==> config.mk <==
export PLATFORM = sky130hd
export DESIGN_NAME = pvar_delay_pipe
export DESIGN_NICKNAME = d
export VERILOG_FILES = /design/src/rtl/pvar_pkg.sv /design/src/rtl/pvar_stage.sv /design/src/rtl/pvar_delay_pipe.sv
export SDC_FILE = /design/constraint.sdc
export NUM_CORES = 1
export LEC_CHECK = 0
export ABC_AREA = 1
export CAP_MARGIN = 30
export CORE_UTILIZATION = 25
export CTS_CLUSTER_SIZE = 20
export DETAILED_ROUTE_END_ITERATION = 12
export GPL_TIMING_DRIVEN = 0
export PLACE_DENSITY = 0.54
export SLEW_MARGIN = 10
export SYNTH_ARGS = -nofsm -noshare
export SYNTH_HDL_FRONTEND = slang
export SYNTH_SLANG_ARGS = --single-unit
==> constraint.sdc <==
create_clock -name clk -period 0.9 [get_ports clk]
set_input_delay 0.18 -clock clk [delete_from_list [all_inputs] [get_ports clk]]
set_output_delay 0.18 -clock clk [all_outputs]
set_load 0.02 [all_outputs]
==> src/rtl/pvar_pkg.sv <==
// pvar_pkg: shared types and helpers for the pvar_delay_pipe delay pipe.
// Provides the mode encoding, the occupancy-counter width helper and a
// half-swap helper usable for any even data width up to PV_MAX_W.
package pvar_pkg;

    typedef enum logic [1:0] {
        PV_SHIFT = 2'b00,
        PV_HOLD  = 2'b01,
        PV_SWAP  = 2'b10,
        PV_FLUSH = 2'b11
    } pvar_mode_e;

    // Widest data path the swap helper supports.
    localparam int PV_MAX_W = 64;

    // Bits needed to count 0..depth set valid bits.
    function automatic int occ_w(input int depth);
        return $clog2(depth + 1);
    endfunction

    // Exchanges the upper and lower w/2 bits of the low w bits of x.
    function automatic logic [PV_MAX_W-1:0] swap_halves(input logic [PV_MAX_W-1:0] x,
                                                        input int w);
        logic [PV_MAX_W-1:0] r;
        r = '0;
        for (int i = 0; i < PV_MAX_W / 2; i++) begin
            if (i < w / 2) begin
                r[i]         = x[i + w / 2];
                r[i + w / 2] = x[i];
            end
        end
        return r;
    endfunction

endpackage

==> src/rtl/pvar_stage.sv <==
// pvar_stage: one data+valid register of the delay pipe.
// load copies the upstream sample in; clear (when not loading) drops the
// valid bit but keeps the data; reset returns the stage to {INIT, invalid}.
module pvar_stage #(
    parameter int               WIDTH = 8,
    parameter logic [WIDTH-1:0] INIT  = '0
) (
    input  logic             clk,
    input  logic             rst,
    input  logic             load,
    input  logic             clear,
    input  logic [WIDTH-1:0] d_in,
    input  logic             v_in,
    output logic [WIDTH-1:0] d_out,
    output logic             v_out
);

    logic [WIDTH-1:0] d_d, d_q;
    logic             v_d, v_q;

    // Next-state selection: load wins, clear only touches the valid bit.
    always_comb begin
        // NOTE: defaults first so every path assigns d_d/v_d and no latch is inferred.
        d_d = d_q;
        v_d = v_q;
        if (load) begin
            d_d = d_in;
            v_d = v_in;
        end else if (clear) begin
            v_d = 1'b0;
        end
    end

    // Stage register with asynchronous active-low reset.
    always_ff @(posedge clk or negedge rst) begin
        // NOTE: non-blocking updates so every stage samples its neighbour's old value.
        if (!rst) begin
            d_q <= INIT;
            v_q <= 1'b0;
        end else begin
            d_q <= d_d;
            v_q <= v_d;
        end
    end

    assign d_out = d_q;
    assign v_out = v_q;

endmodule

==> src/rtl/pvar_delay_pipe.sv <==
// pvar_delay_pipe: DEPTH-stage, WIDTH-bit delay pipe with per-stage valid
// bits and a 2-bit mode (SHIFT, HOLD, SWAP, FLUSH).  cont drops to 0 for the
// cycle following a FLUSH edge.
// Optional: define PVAR_DELAY_OCC_EN to add the occupancy counter and the
// occ_out / empty ports.
module pvar_delay_pipe
    import pvar_pkg::*;
#(
    parameter int               WIDTH = 8,
    parameter int               DEPTH = 4,
    parameter logic [WIDTH-1:0] INIT  = '0
) (
    input  logic                       clk,
    input  logic                       rst,
    input  logic                       in_valid,
    input  logic [WIDTH-1:0]           in_data,
    input  logic [1:0]                 mode,
    output logic                       out_valid,
    output logic [WIDTH-1:0]           out_data,
`ifdef PVAR_DELAY_OCC_EN
    output logic [occ_w(DEPTH)-1:0]    occ_out,
    output logic                       empty,
`endif
    output logic                       cont
);

    if ((WIDTH < 2) || (WIDTH % 2 != 0) || (WIDTH > PV_MAX_W)) begin : g_bad_width
        $error("pvar_delay_pipe: WIDTH must be even, >= 2 and <= PV_MAX_W");
    end
    if (DEPTH < 1) begin : g_bad_depth
        $error("pvar_delay_pipe: DEPTH must be >= 1");
    end

    pvar_mode_e mode_e;
    logic       load;
    logic       clear;
    logic [WIDTH-1:0] stage0_d;
    logic [DEPTH-1:0][WIDTH-1:0] stage_d;
    logic [DEPTH-1:0]            stage_v;
    logic cont_d, cont_q;

    assign mode_e = pvar_mode_e'(mode);
    assign load   = (mode_e == PV_SHIFT) || (mode_e == PV_SWAP);
    assign clear  = (mode_e == PV_FLUSH);

    // Entering sample: halves swapped only in SWAP mode.
    always_comb begin
        stage0_d = in_data;
        if (mode_e == PV_SWAP) begin
            stage0_d = WIDTH'(swap_halves(PV_MAX_W'(in_data), WIDTH));
        end
    end

    for (genvar i = 0; i < DEPTH; i++) begin : g_stage
        logic [WIDTH-1:0] din;
        logic             vin;
        if (i == 0) begin : g_head
            assign din = stage0_d;
            assign vin = in_valid;
        end else begin : g_body
            assign din = stage_d[i-1];
            assign vin = stage_v[i-1];
        end
        pvar_stage #(
            .WIDTH (WIDTH),
            .INIT  (INIT)
        ) u_stage (
            .clk   (clk),
            .rst   (rst),
            .load  (load),
            .clear (clear),
            .d_in  (din),
            .v_in  (vin),
            .d_out (stage_d[i]),
            .v_out (stage_v[i])
        );
    end

    // Continue flag is low only after an edge that saw FLUSH.
    always_comb begin
        cont_d = (mode_e != PV_FLUSH);
    end

    // Continue flag register, set under reset.
    always_ff @(posedge clk or negedge rst) begin
        if (!rst) begin
            cont_q <= 1'b1;
        end else begin
            cont_q <= cont_d;
        end
    end

    assign out_data  = stage_d[DEPTH-1];
    assign out_valid = stage_v[DEPTH-1];
    assign cont      = cont_q;

`ifdef PVAR_DELAY_OCC_EN
    localparam int OCC_W = occ_w(DEPTH);

    logic [OCC_W-1:0] occ_d, occ_q;

    // Occupancy tracks entering minus leaving valid samples.
    always_comb begin
        occ_d = occ_q;
        case (mode_e)
            PV_SHIFT, PV_SWAP: occ_d = occ_q + OCC_W'(in_valid) - OCC_W'(stage_v[DEPTH-1]);
            PV_FLUSH:          occ_d = '0;
            default:           occ_d = occ_q;
        endcase
    end

    // Occupancy register, cleared under reset.
    always_ff @(posedge clk or negedge rst) begin
        if (!rst) begin
            occ_q <= '0;
        end else begin
            occ_q <= occ_d;
        end
    end

    assign occ_out = occ_q;
    assign empty   = (occ_q == '0);
`endif

endmodule

==> impl_summary.txt, run 1 <==
----------------------------------------------------
[Outcome]
  Result of the run ... finished, violations left
  Failing checks ... negative setup slack

[Setup path]
  Number of gates on the worst path with buffers counted ... 1
  Category of the worst setup path launch point ... register
  Worst Setup Path Type ... register to output pin
  CP max FO ... 1
  Data required time at the worst endpoint ... 0.72 ns
  Delay of the slowest cell on the worst path ... 0.53 ns
  Cell breakdown of the critical path ... buf_6
  Logic depth of the worst register-to-register path ... 4
  Master of the slowest instance on the critical path ... sky130_fd_sc_hd__dfstp_2
  Number of buffers and inverters on the critical path ... 1
  Crit. End Element ... output pin
  Worst Path Arrival ... between 0.9 and 1 ns
  Critical path's top delay family ... flip-flops

[Synthesis]
  Average footprint of a synthesized cell ... 9.24 sq um
  Area share of the leading cell type in the synthesized netlist ... 56.0%
  Total of flip-flops plus latches after synthesis ... 37
  Synth warn ... 0
  Cell taking the most area after synthesis ... sky130_fd_sc_hd__dfrtp_1
  Count of cell types in the netlist ... 17
  Post-synthesis cell count ... around 170
  Total nets after synthesis ... 187
  Sequential fraction of the synthesis area ... 57.7%
  Leading cell types by total area after synthesis ... sky130_fd_sc_hd__dfrtp_1 (56%), sky130_fd_sc_hd__nand2_1 (17%), sky130_fd_sc_hd__o21ai_0 (4.0%), sky130_fd_sc_hd__nand2_2 (3.9%), sky130_fd_sc_hd__nand3_2 (3.7%)
  Area of the mapped netlist ... 1610 sq um

[Routing]
  Total wirelength of the detailed-routed design ... 2940 um
  Detailed-route via count ... approximately 1,100
  Routed vias/inst ... ~3.9
  Count of antenna-violating nets left after detailed routing ... 0
  Drt drc ... 0
  Initial DRT Pass Iterations ... 4
  WL per Instance ... roughly 10 um
  Detailed Route Iter0 Violations ... 54

[Die]
  Total core area ... 6060 sq um
  Die Area ... between 6000 and 7000 sq um
  Horiz. Die Dim ... 82.2 um
  Die extent in y ... 82.2 um
  Site row count ... 28
  Total I/O pin count ... 23
  Initial Util ... 26.5%

[Run]
  Max-cap violations ... 0

[Clocking]
  Maximum clock insertion buffer count ... 2
  Clock root buffer master ... sky130_fd_sc_hd__clkbuf_8
  TritonCTS Buffers ... 5
  CTS tree ... yes
  Clock latency on the worst-skew pair ... about 0.29 ns
  Clock transition at the registers of the reported paths ... approximately 0.060 ns
  # H-tree levels ... 2
  Num Clock Sinks ... 37

[Power and ir drop]
  Total power per unit cell area ... 1940 nW/um^2
  Static power due to leakage ... 0.00111 uW
  Max VDD drop ... about 0.67 mV

[Final layout]
  Layout cells sized above 1 ... 27.0%
  Layout net count ... 227
  Commonest non-fill, non-tap cell in the layout ... sky130_fd_sc_hd__nand2_1
  Post-route core utilization ... 35.4%
  Sequential cell area in the final layout ... about 900 sq um
  Ant diodes ... 0
  Most frequent cells in the layout ... sky130_fd_sc_hd__nand2_1 (74), sky130_fd_sc_hd__dfrtp_1 (36), sky130_fd_sc_hd__buf_6 (15), sky130_fd_sc_hd__inv_1 (15), sky130_fd_sc_hd__o21ai_0 (12)
  Filler Cell Count ... 635
  Combined area of the multi-input logic cells ... 512 sq um
  Synth-to-Final Area Change ... 33.5%

[Worst hold path]
  Worst hold path cell count ... 2
  Classification of the worst-slack hold path ... input pin to register

[STA]
  Worst slew pin tran ... roughly 0.24 ns
  Portion of the clock cycle consumed by the worst path in the final layout ... 122%
  Setup repair after global routing missed its margin ... true
  Worst slew slack as a fraction of its limit ... 84.1%
  Setup violations, final ... 10
  Number of pins exceeding their max-slew limit in the final report ... 0
  Max Clock Freq ... slightly above 900 MHz
  Setup ws final ... -0.196 ns
  Number of endpoints with negative hold slack in the final report ... 0
  Final critical-path required period ... 1.10 ns
  Clock tree skew after final layout ... 0.00867 ns
  Hold slack ... 0.0835 ns

[Place]
  Placer congestion estimate ... between 0.7 and 0.8
  Number of input and output port buffers inserted ... 21
  Half-perimeter wire length after placement ... 1990 um

[GRT]
  Global-route wire length before repair ... 5200 um
  Total Routing Usage GR ... between 10% and 20%
  Pin count of the biggest net entering global routing ... 30
  Number of antenna violations at the first check in global routing ... 0
  Overflow left after global routing ... 0
  Via count of the first global-routing pass ... 1,096

----------------------------------------------------
==> metrics by stage <==
stage | area [sq um] | setup slack (ns) | TNS [ns] | total power [uW] | instances
after global routing | 2150 | -0.226 | -1.37 | 4410 | 290
after floorplan | 1610 | 0.166 | 0 | 2340 | 174
after global placement | 1910 | -1.24 | -59.69 | 2600 | 270
after CTS | 2120 | -0.214 | -1.15 | 4200 | 287
after detailed placement | 1930 | -0.367 | -14.22 | 2620 | 271
final | 2150 | -0.196 | -1.01 | 4170 | 290
==> layer usage <==
layer | routed length [um] | GRT usage [%] | up-vias | share of wire, %
met4 | 59 | 5.79 | 0 | 2.0
met5 | 0 | 0 | - | 0
met3 | 119 | 2.97 | 8 | 4.0
li1 | - | - | 607 | -
met1 | 1620 | 15.3 | 503 | 55
met2 | 1140 | 14.1 | 24 | 39
==> repair_timing <==
item                                    4_1_cts  5_1_grt
resized for setup                            63        1
gates cloned                                  0        0
buffers inserted                              7        3
pin swaps                                     0        0
hold buffers                                  1        0
endpoints found under the setup margin       39       10
hold endpoints to repair                      8        0
==> cells by family (layout without fill, tap and decap cells) <==
| kind of cell | Yosys count | after routing | share of synthesized area, % |
|---|---|---|---|
| buffers and inverters | 26 | 67 | 10.5 |
| flip-flops | 37 | 37 | 57.7 |
| AND/OR/NAND/NOR | 97 | 97 | 27.5 |
| AO/OA/AOI/OAI | 14 | 14 | 4.36 |
==> sequential cells by signal (all words and copies together) (netlist names) <==
signal,flops
g_stage.u_stage.v_out,4
cont,1
g_stage.u_stage.d_out,32
==> final timing paths <==
path                                                                 to  slack [ns]                                    start
worst max-delay path                                               cont       -0.20                           cont$_DFF_PN1_
worst min-delay path                                     cont$_DFF_PN1_        0.08                                  mode[1]
worst max register to register  g_stage[3].u_stage.d_out[1]$_DFFE_PN0P_        0.04  g_stage[3].u_stage.d_out[1]$_DFFE_PN0P_
worst min register to register  g_stage[1].u_stage.d_out[0]$_DFFE_PN0P_        0.47  g_stage[0].u_stage.d_out[0]$_DFFE_PN0P_
max in group asynchronous                                cont$_DFF_PN1_        0.11                                      rst
min in group asynchronous       g_stage[3].u_stage.d_out[0]$_DFFE_PN0P_        0.29                                      rst
==> report_power, final <==
group / leakage, uW / switching, uW / internal (uW) / total (uW)
Clock: 0.0000585 / 570 / 903 / 1470
Sequential: 0.000462 / 99.1 / 1860 / 1960
Combinational: 0.000589 / 357 / 376 / 733
==> layout make-up <==
cell class / instances / share of cell area, %
inverter: 17 / 3.09
timing repair buffer: 33 / 15.0
clock inverter: 1 / 1.40
buffer: 9 / 5.13
tap: 75 / 4.37
multi-input combinational: 111 / 23.8
clock buffer: 7 / 4.02
sequential: 37 / 43.2
==> synth_stat cells <==
cell / number
sky130_fd_sc_hd__nand3_2: 6
sky130_fd_sc_hd__o21ai_1: 1
sky130_fd_sc_hd__inv_2: 1
sky130_fd_sc_hd__nand2_1: 74
sky130_fd_sc_hd__dfstp_2: 1
sky130_fd_sc_hd__buf_6: 5
sky130_fd_sc_hd__buf_4: 1
sky130_fd_sc_hd__clkbuf_8: 1
sky130_fd_sc_hd__dfrtp_1: 36
sky130_fd_sc_hd__buf_2: 1
sky130_fd_sc_hd__o21ai_0: 13
sky130_fd_sc_hd__inv_4: 1
sky130_fd_sc_hd__nand2_4: 1
sky130_fd_sc_hd__buf_12: 1
sky130_fd_sc_hd__inv_1: 15
sky130_fd_sc_hd__nand2_2: 10
sky130_fd_sc_hd__nand3_1: 6
No activity file was read; power rests on OpenSTA's default activity.
==> run 2: changes to the inputs <==
--- a/config.mk
+++ b/config.mk
@@ -7,11 +7,11 @@
 export LEC_CHECK = 0
 export ABC_AREA = 1
 export CAP_MARGIN = 30
-export CORE_UTILIZATION = 25
+export CORE_UTILIZATION = 30
 export CTS_CLUSTER_SIZE = 20
 export DETAILED_ROUTE_END_ITERATION = 12
 export GPL_TIMING_DRIVEN = 0
-export PLACE_DENSITY = 0.54
+export PLACE_DENSITY_LB_ADDON = 0.05
 export SLEW_MARGIN = 10
 export SYNTH_ARGS = -nofsm -noshare
 export SYNTH_HDL_FRONTEND = slang
==> run 2 against run 1 <==
Compared with the run above: the flow still finishes with violations (negative setup slack); flip-flop and latch count did not move; global-route usage up 3.1 points; critical path depth did not move; clock power fell by 24%; hold slack improved by 0.00054 ns; register-to-register slack about the same; largest power group unchanged; worst setup slack improved by 0.0030 ns; total power shrank 8.6%.
==> impl_summary.txt, run 2 (synthesized netlist as in run 1, its figures left out) <==
----------------------------------------------------
[Clocking]
  CTS tree ... yes
  Num Clock Sinks ... 37
  Clock root buffer master ... sky130_fd_sc_hd__clkbuf_8
  # H-tree levels ... 2
  Maximum clock insertion buffer count ... 2
  Clock latency on the worst-skew pair ... about 0.28 ns
  TritonCTS Buffers ... 5
  Clock transition at the registers of the reported paths ... 0.07 ns

[Routing]
  Detailed Route Iter0 Violations ... 54
  WL per Instance ... 10.9 um
  Detailed-route via count ... 1,185
  Count of antenna-violating nets left after detailed routing ... 0
  Routed vias/inst ... 4.11
  Initial DRT Pass Iterations ... 4
  Total wirelength of the detailed-routed design ... 3130 um
  Drt drc ... 0

[Place]
  Half-perimeter wire length after placement ... 2040 um
  Setup slack after placement ... -0.369 ns
  Total placed instance area ... 1920 sq um
  Placer congestion estimate ... 0.717
  Number of input and output port buffers inserted ... 21

[Worst hold path]
  Classification of the worst-slack hold path ... input pin to register

[Die]
  Site row count ... 26
  Initial Util ... 31.3%
  Die Area ... 5660 sq um
  Total core area ... 5140 sq um
  Die extent in y ... 75.2 um
  Horiz. Die Dim ... 75.2 um
  Total I/O pin count ... 23

[Final layout]
  Post-route core utilization ... 41.4%
  Commonest non-fill, non-tap cell in the layout ... sky130_fd_sc_hd__nand2_1
  Layout net count ... 230
  Filler Cell Count ... 552
  Number of flip-flops in the largest register ... 32
  Ant diodes ... 0
  Final cell area excluding filler cells ... ~2100 sq um
  Most frequent cells in the layout ... sky130_fd_sc_hd__nand2_1 (74), sky130_fd_sc_hd__dfrtp_1 (36), sky130_fd_sc_hd__buf_6 (17)
  Layout cells sized above 1 ... 28.0%
  Synth-to-Final Area Change ... 32.5%

[STA]
  Final critical-path required period ... 1.09 ns
  Number of endpoints with negative hold slack in the final report ... 0
  Setup ws final ... -0.193 ns
  Number of pins exceeding their max-slew limit in the final report ... 0
  Worst slew slack as a fraction of its limit ... 84.1%
  Max Clock Freq ... just over 900 MHz
  Setup violations, final ... 10
  Clock tree skew after final layout ... 0.00265 ns
  Portion of the clock cycle consumed by the worst path in the final layout ... 121%
  Worst slew pin tran ... about 0.24 ns
  Setup repair after global routing missed its margin ... true

[GRT]
  Pin count of the biggest net entering global routing ... 30
  GRT Max-Usage Layer ... met2
  Met2 track demand over resource in global routing ... 20.8%
  Global-route wire length before repair ... 5600 um
  Total Routing Usage GR ... 13.7%
  Via count of the first global-routing pass ... 1,158
  Met1 capacity usage during global routing ... 18.4%
  Number of antenna violations at the first check in global routing ... 0
  Global routing met3 resource utilization ... 4.02%
  Overflow left after global routing ... 0

[Setup path]
  Category of the worst setup path launch point ... register
  Worst Path Arrival ... 0.91 ns
  CP max FO ... 1
  Crit. End Element ... output pin
  Number of buffers and inverters on the critical path ... 1
  Worst Setup Path Type ... register to output pin
  Critical path's top delay family ... flip-flops
  Data required time at the worst endpoint ... 0.72 ns
  Delay of the slowest cell on the worst path ... between 0.5 and 0.6 ns
  Master of the slowest instance on the critical path ... sky130_fd_sc_hd__dfstp_2
  Cell breakdown of the critical path ... buf_6

[Power and ir drop]
  Total power per unit cell area ... 1790 nW/um^2
  Static power due to leakage ... 0.00111 uW
  Max VDD drop ... 0.652 mV

[Outcome]
  Result of the run ... finished, violations left
  Failing checks ... negative setup slack

[Run]
  Max-cap violations ... 0

----------------------------------------------------
-- run 2: path summary, 6_finish.rpt --
path | from | to | slack, ns | cells after the start
min | mode[1] | cont$_DFF_PN1_ | 0.08 | 2
max in group asynchronous | rst | cont$_DFF_PN1_ | 0.10 | 3
min in group asynchronous | rst | g_stage[2].u_stage.d_out[1]$_DFFE_PN0P_ | 0.30 | 2
max reg2reg | g_stage[3].u_stage.v_out$_DFFE_PN0P_ | g_stage[3].u_stage.v_out$_DFFE_PN0P_ | 0.04 | 4
max | cont$_DFF_PN1_ | cont | -0.19 | 1
min reg2reg | g_stage[2].u_stage.d_out[6]$_DFFE_PN0P_ | g_stage[3].u_stage.d_out[6]$_DFFE_PN0P_ | 0.47 | 2
-- run 2: area by class of cell --
| cell class | instances | area, sq um | share of cell area [%] |
|---|---|---|---|
| Multi-Input combinational cell | 111 | 512 | 24.0 |
| Tap cell | 70 | 87.6 | 4.11 |
| Timing Repair Buffer | 36 | 342 | 16.0 |
| Buffer | 9 | 113 | 5.29 |
| Sequential cell | 37 | 927 | 43.5 |
| Clock inverter | 2 | 10.0 | 0.470 |
| Clock buffer | 6 | 72.6 | 3.41 |
| Inverter | 17 | 66.3 | 3.11 |
-- run 2: report_power, final --
group / internal [uW] / switching, uW / leakage, uW / total, uW
registers: 1860 / 99.0 / 0.000462 / 1960
logic: 379 / 361 / 0.000605 / 740
clock network: 537 / 572 / 0.0000450 / 1110
total: 2780 / 1030 / 0.00111 / 3810
-- run 2: metrics by stage --
step	setup TNS, ns	hold slack, ns	total power (uW)	cells
finish	-0.975	0.0840	3810	288
global placement	-59.50	0.376	2610	265
CTS	-1.11	0.0801	3840	284
detailed placement	-14.28	0.0565	2630	266
global route	-1.38	0.0775	4070	288
floorplan	0	-0.116	2340	174
-- run 2: repair_timing --
action                     4_1_cts  5_1_grt
hold buffers                     1        0
gates cloned                     1        0
buffers inserted                 8        4
hold endpoints to repair         8        0
resized for setup               64        1
setup endpoints to repair       40       10
-- run 2: metal layers --
metal / vias to the layer above / share of wire, %
li1: 614 / -
met1: 539 / 50
met2: 27 / 44
met3: 5 / 4.3
met4: 0 / 1.7
met5: - / 0
==> run 3: changes to the inputs <==
--- a/config.mk
+++ b/config.mk
@@ -6,13 +6,16 @@
 export NUM_CORES = 1
 export LEC_CHECK = 0
 export ABC_AREA = 1
+export ABC_CLOCK_PERIOD_IN_PS = 900
 export CAP_MARGIN = 30
 export CORE_UTILIZATION = 30
 export CTS_CLUSTER_SIZE = 20
 export DETAILED_ROUTE_END_ITERATION = 12
 export GPL_TIMING_DRIVEN = 0
 export PLACE_DENSITY_LB_ADDON = 0.05
+export SETUP_SLACK_MARGIN = 0.05
 export SLEW_MARGIN = 10
 export SYNTH_ARGS = -nofsm -noshare
 export SYNTH_HDL_FRONTEND = slang
 export SYNTH_SLANG_ARGS = --single-unit
+export TNS_END_PERCENT = 10
==> run 3 against run 2 <==
Compared with the run above: the run still ends with negative setup slack left; hold slack lost 0.0014 ns; register-to-register slack better by 0.11 ns; sequential power hardly changed; final cell count decreased by 3.8%; via count is 3.6% lower; worst setup slack about the same; die area unchanged; utilization fell by 2.2 points; highest routed layer unchanged.
==> impl_summary.txt, run 3 (synthesized netlist as in run 1, its figures left out) <==
----------------------------------------------------
[Final layout]
  Most frequent cells in the layout ... sky130_fd_sc_hd__nand2_1 (74), sky130_fd_sc_hd__dfrtp_1 (36), sky130_fd_sc_hd__inv_1 (15)
  Synth-to-Final Area Change ... 25.5%
  Commonest non-fill, non-tap cell in the layout ... sky130_fd_sc_hd__nand2_1
  Number of flip-flops in the largest register ... 32
  Number of cells in the finished layout apart from fillers ... 277
  Ant diodes ... 0
  Layout cells sized above 1 ... 24.2%
  Layout net count ... 219

[STA]
  Worst slew pin tran ... 0.168 ns
  Number of pins exceeding their max-slew limit in the final report ... 0
  Setup violations, final ... 10
  Hold slack ... 0.0826 ns
  Number of endpoints with negative hold slack in the final report ... 0
  Clock tree skew after final layout ... 0.00383 ns
  Setup repair after global routing missed its margin ... true
  Final critical-path required period ... approximately 1.1 ns
  Setup ws final ... -0.192 ns
  Portion of the clock cycle consumed by the worst path in the final layout ... 121%
  Worst slew slack as a fraction of its limit ... between 80% and 90%
  Final setup TNS ... -1.03 ns
  Max Clock Freq ... approximately 900 MHz

[Run]
  Max-cap violations ... 0

[Outcome]
  Result of the run ... finished, violations left
  Failing checks ... negative setup slack

[Routing]
  Routed vias/inst ... 4.12
  WL per Instance ... 10.9 um
  Initial DRT Pass Iterations ... 4
  Detailed Route Iter0 Violations ... 56
  Total wirelength of the detailed-routed design ... approximately 3000 um
  Drt drc ... 0
  Detailed-route via count ... 1,142
  Count of antenna-violating nets left after detailed routing ... 0

[Clocking]
  Clock root buffer master ... sky130_fd_sc_hd__clkbuf_8
  CTS tree ... yes
  TritonCTS Buffers ... 5
  Clock transition at the registers of the reported paths ... 0.07 ns
  # H-tree levels ... 2
  Clock latency on the worst-skew pair ... around 0.28 ns
  Num Clock Sinks ... 37
  Maximum clock insertion buffer count ... 2

[Die]
  Total core area ... 5140 sq um
  Die Area ... 5660 sq um
  Total I/O pin count ... 23
  Initial Util ... between 30% and 40%
  Site row count ... 26
  Die extent in y ... 75.2 um
  Horiz. Die Dim ... 75.2 um

[GRT]
  Total Routing Usage GR ... a little over an eighth
  Pin count of the biggest net entering global routing ... 30
  Global-route wire length before repair ... 5460 um
  Overflow left after global routing ... 0
  Number of antenna violations at the first check in global routing ... 0
  Via count of the first global-routing pass ... 1,122

[Power and ir drop]
  Total power per unit cell area ... 1820 nW/um^2
  Max VDD drop ... 0.649 mV
  Total power after layout ... 3680 uW
  Static power due to leakage ... 0.00105 uW

[Worst hold path]
  Worst hold path cell count ... 2
  Classification of the worst-slack hold path ... input pin to register

[Setup path]
  Crit. End Element ... output pin
  Number of gates on the worst path with buffers counted ... 1
  CP max FO ... 1
  Category of the worst setup path launch point ... register
  Worst Setup Path Type ... register to output pin
  Cell breakdown of the critical path ... buf_6
  Worst Path Arrival ... 0.91 ns
  Master of the slowest instance on the critical path ... sky130_fd_sc_hd__dfstp_2
  Data required time at the worst endpoint ... 0.72 ns
  Number of buffers and inverters on the critical path ... 1
  Critical path's top delay family ... flip-flops
  Logic depth of the worst register-to-register path ... 3
  Delay of the slowest cell on the worst path ... 0.53 ns

[Place]
  Placed cells ... between 200 and 300
  Placer congestion estimate ... 0.717
  Number of input and output port buffers inserted ... 21
  Setup slack after placement ... -0.369 ns
  Half-perimeter wire length after placement ... between 2000 and 2500 um

----------------------------------------------------
==> run 3: metrics by stage <==
stage / cell area [sq um] / util (%)
CTS: 2020 / 39.2
floorplan: 1610 / -
global route: 2020 / 39.3
global placement: 1910 / 37.1
finish: 2020 / 39.3
detailed placement: 1920 / 37.4
==> run 3: timing repair <==
action | CTS | global route
setup endpoints to repair | 47 | 11
hold buffers | 1 | 0
endpoints found under the hold margin | 8 | 0
setup buffers | 2 | 0
resized for setup | 53 | 1
==> run 3: metal layers <==
layer	up-vias	global-route usage, %	wire, um
met5	-	0	0
met4	0	5.56	53
met3	5	4.02	121
met2	25	19.8	1280
met1	520	18.1	1560
li1	592	-	-
==> run 3: where the power goes <==
group / internal [uW] / switching [uW] / leakage (uW)
Sequential: 1860 / 90.1 / 0.000462
Combinational: 275 / 346 / 0.000544
Clock: 537 / 568 / 0.0000450
==> run 3: worst paths after layout <==
check	end	from	slack, ns
setup / recovery	cont	cont$_DFF_PN1_	-0.19
hold / removal	cont$_DFF_PN1_	mode[1]	0.08
setup reg to reg	g_stage[3].u_stage.d_out[2]$_DFFE_PN0P_	g_stage[3].u_stage.d_out[2]$_DFFE_PN0P_	0.15
hold reg to reg	g_stage[3].u_stage.d_out[6]$_DFFE_PN0P_	g_stage[2].u_stage.d_out[6]$_DFFE_PN0P_	0.47
max in group asynchronous	cont$_DFF_PN1_	rst	0.15
min in group asynchronous	g_stage[2].u_stage.d_out[1]$_DFFE_PN0P_	rst	0.29
==> run 3: layout make-up <==
type	count	area, sq um
sequential	37	927
fill	563	3120
clock buffer	6	72.6
clock inverter	2	10.0
timing repair buffer	25	226
multi-input combinational	111	512
tap	70	87.6
buffer	9	116
inverter	17	66.3
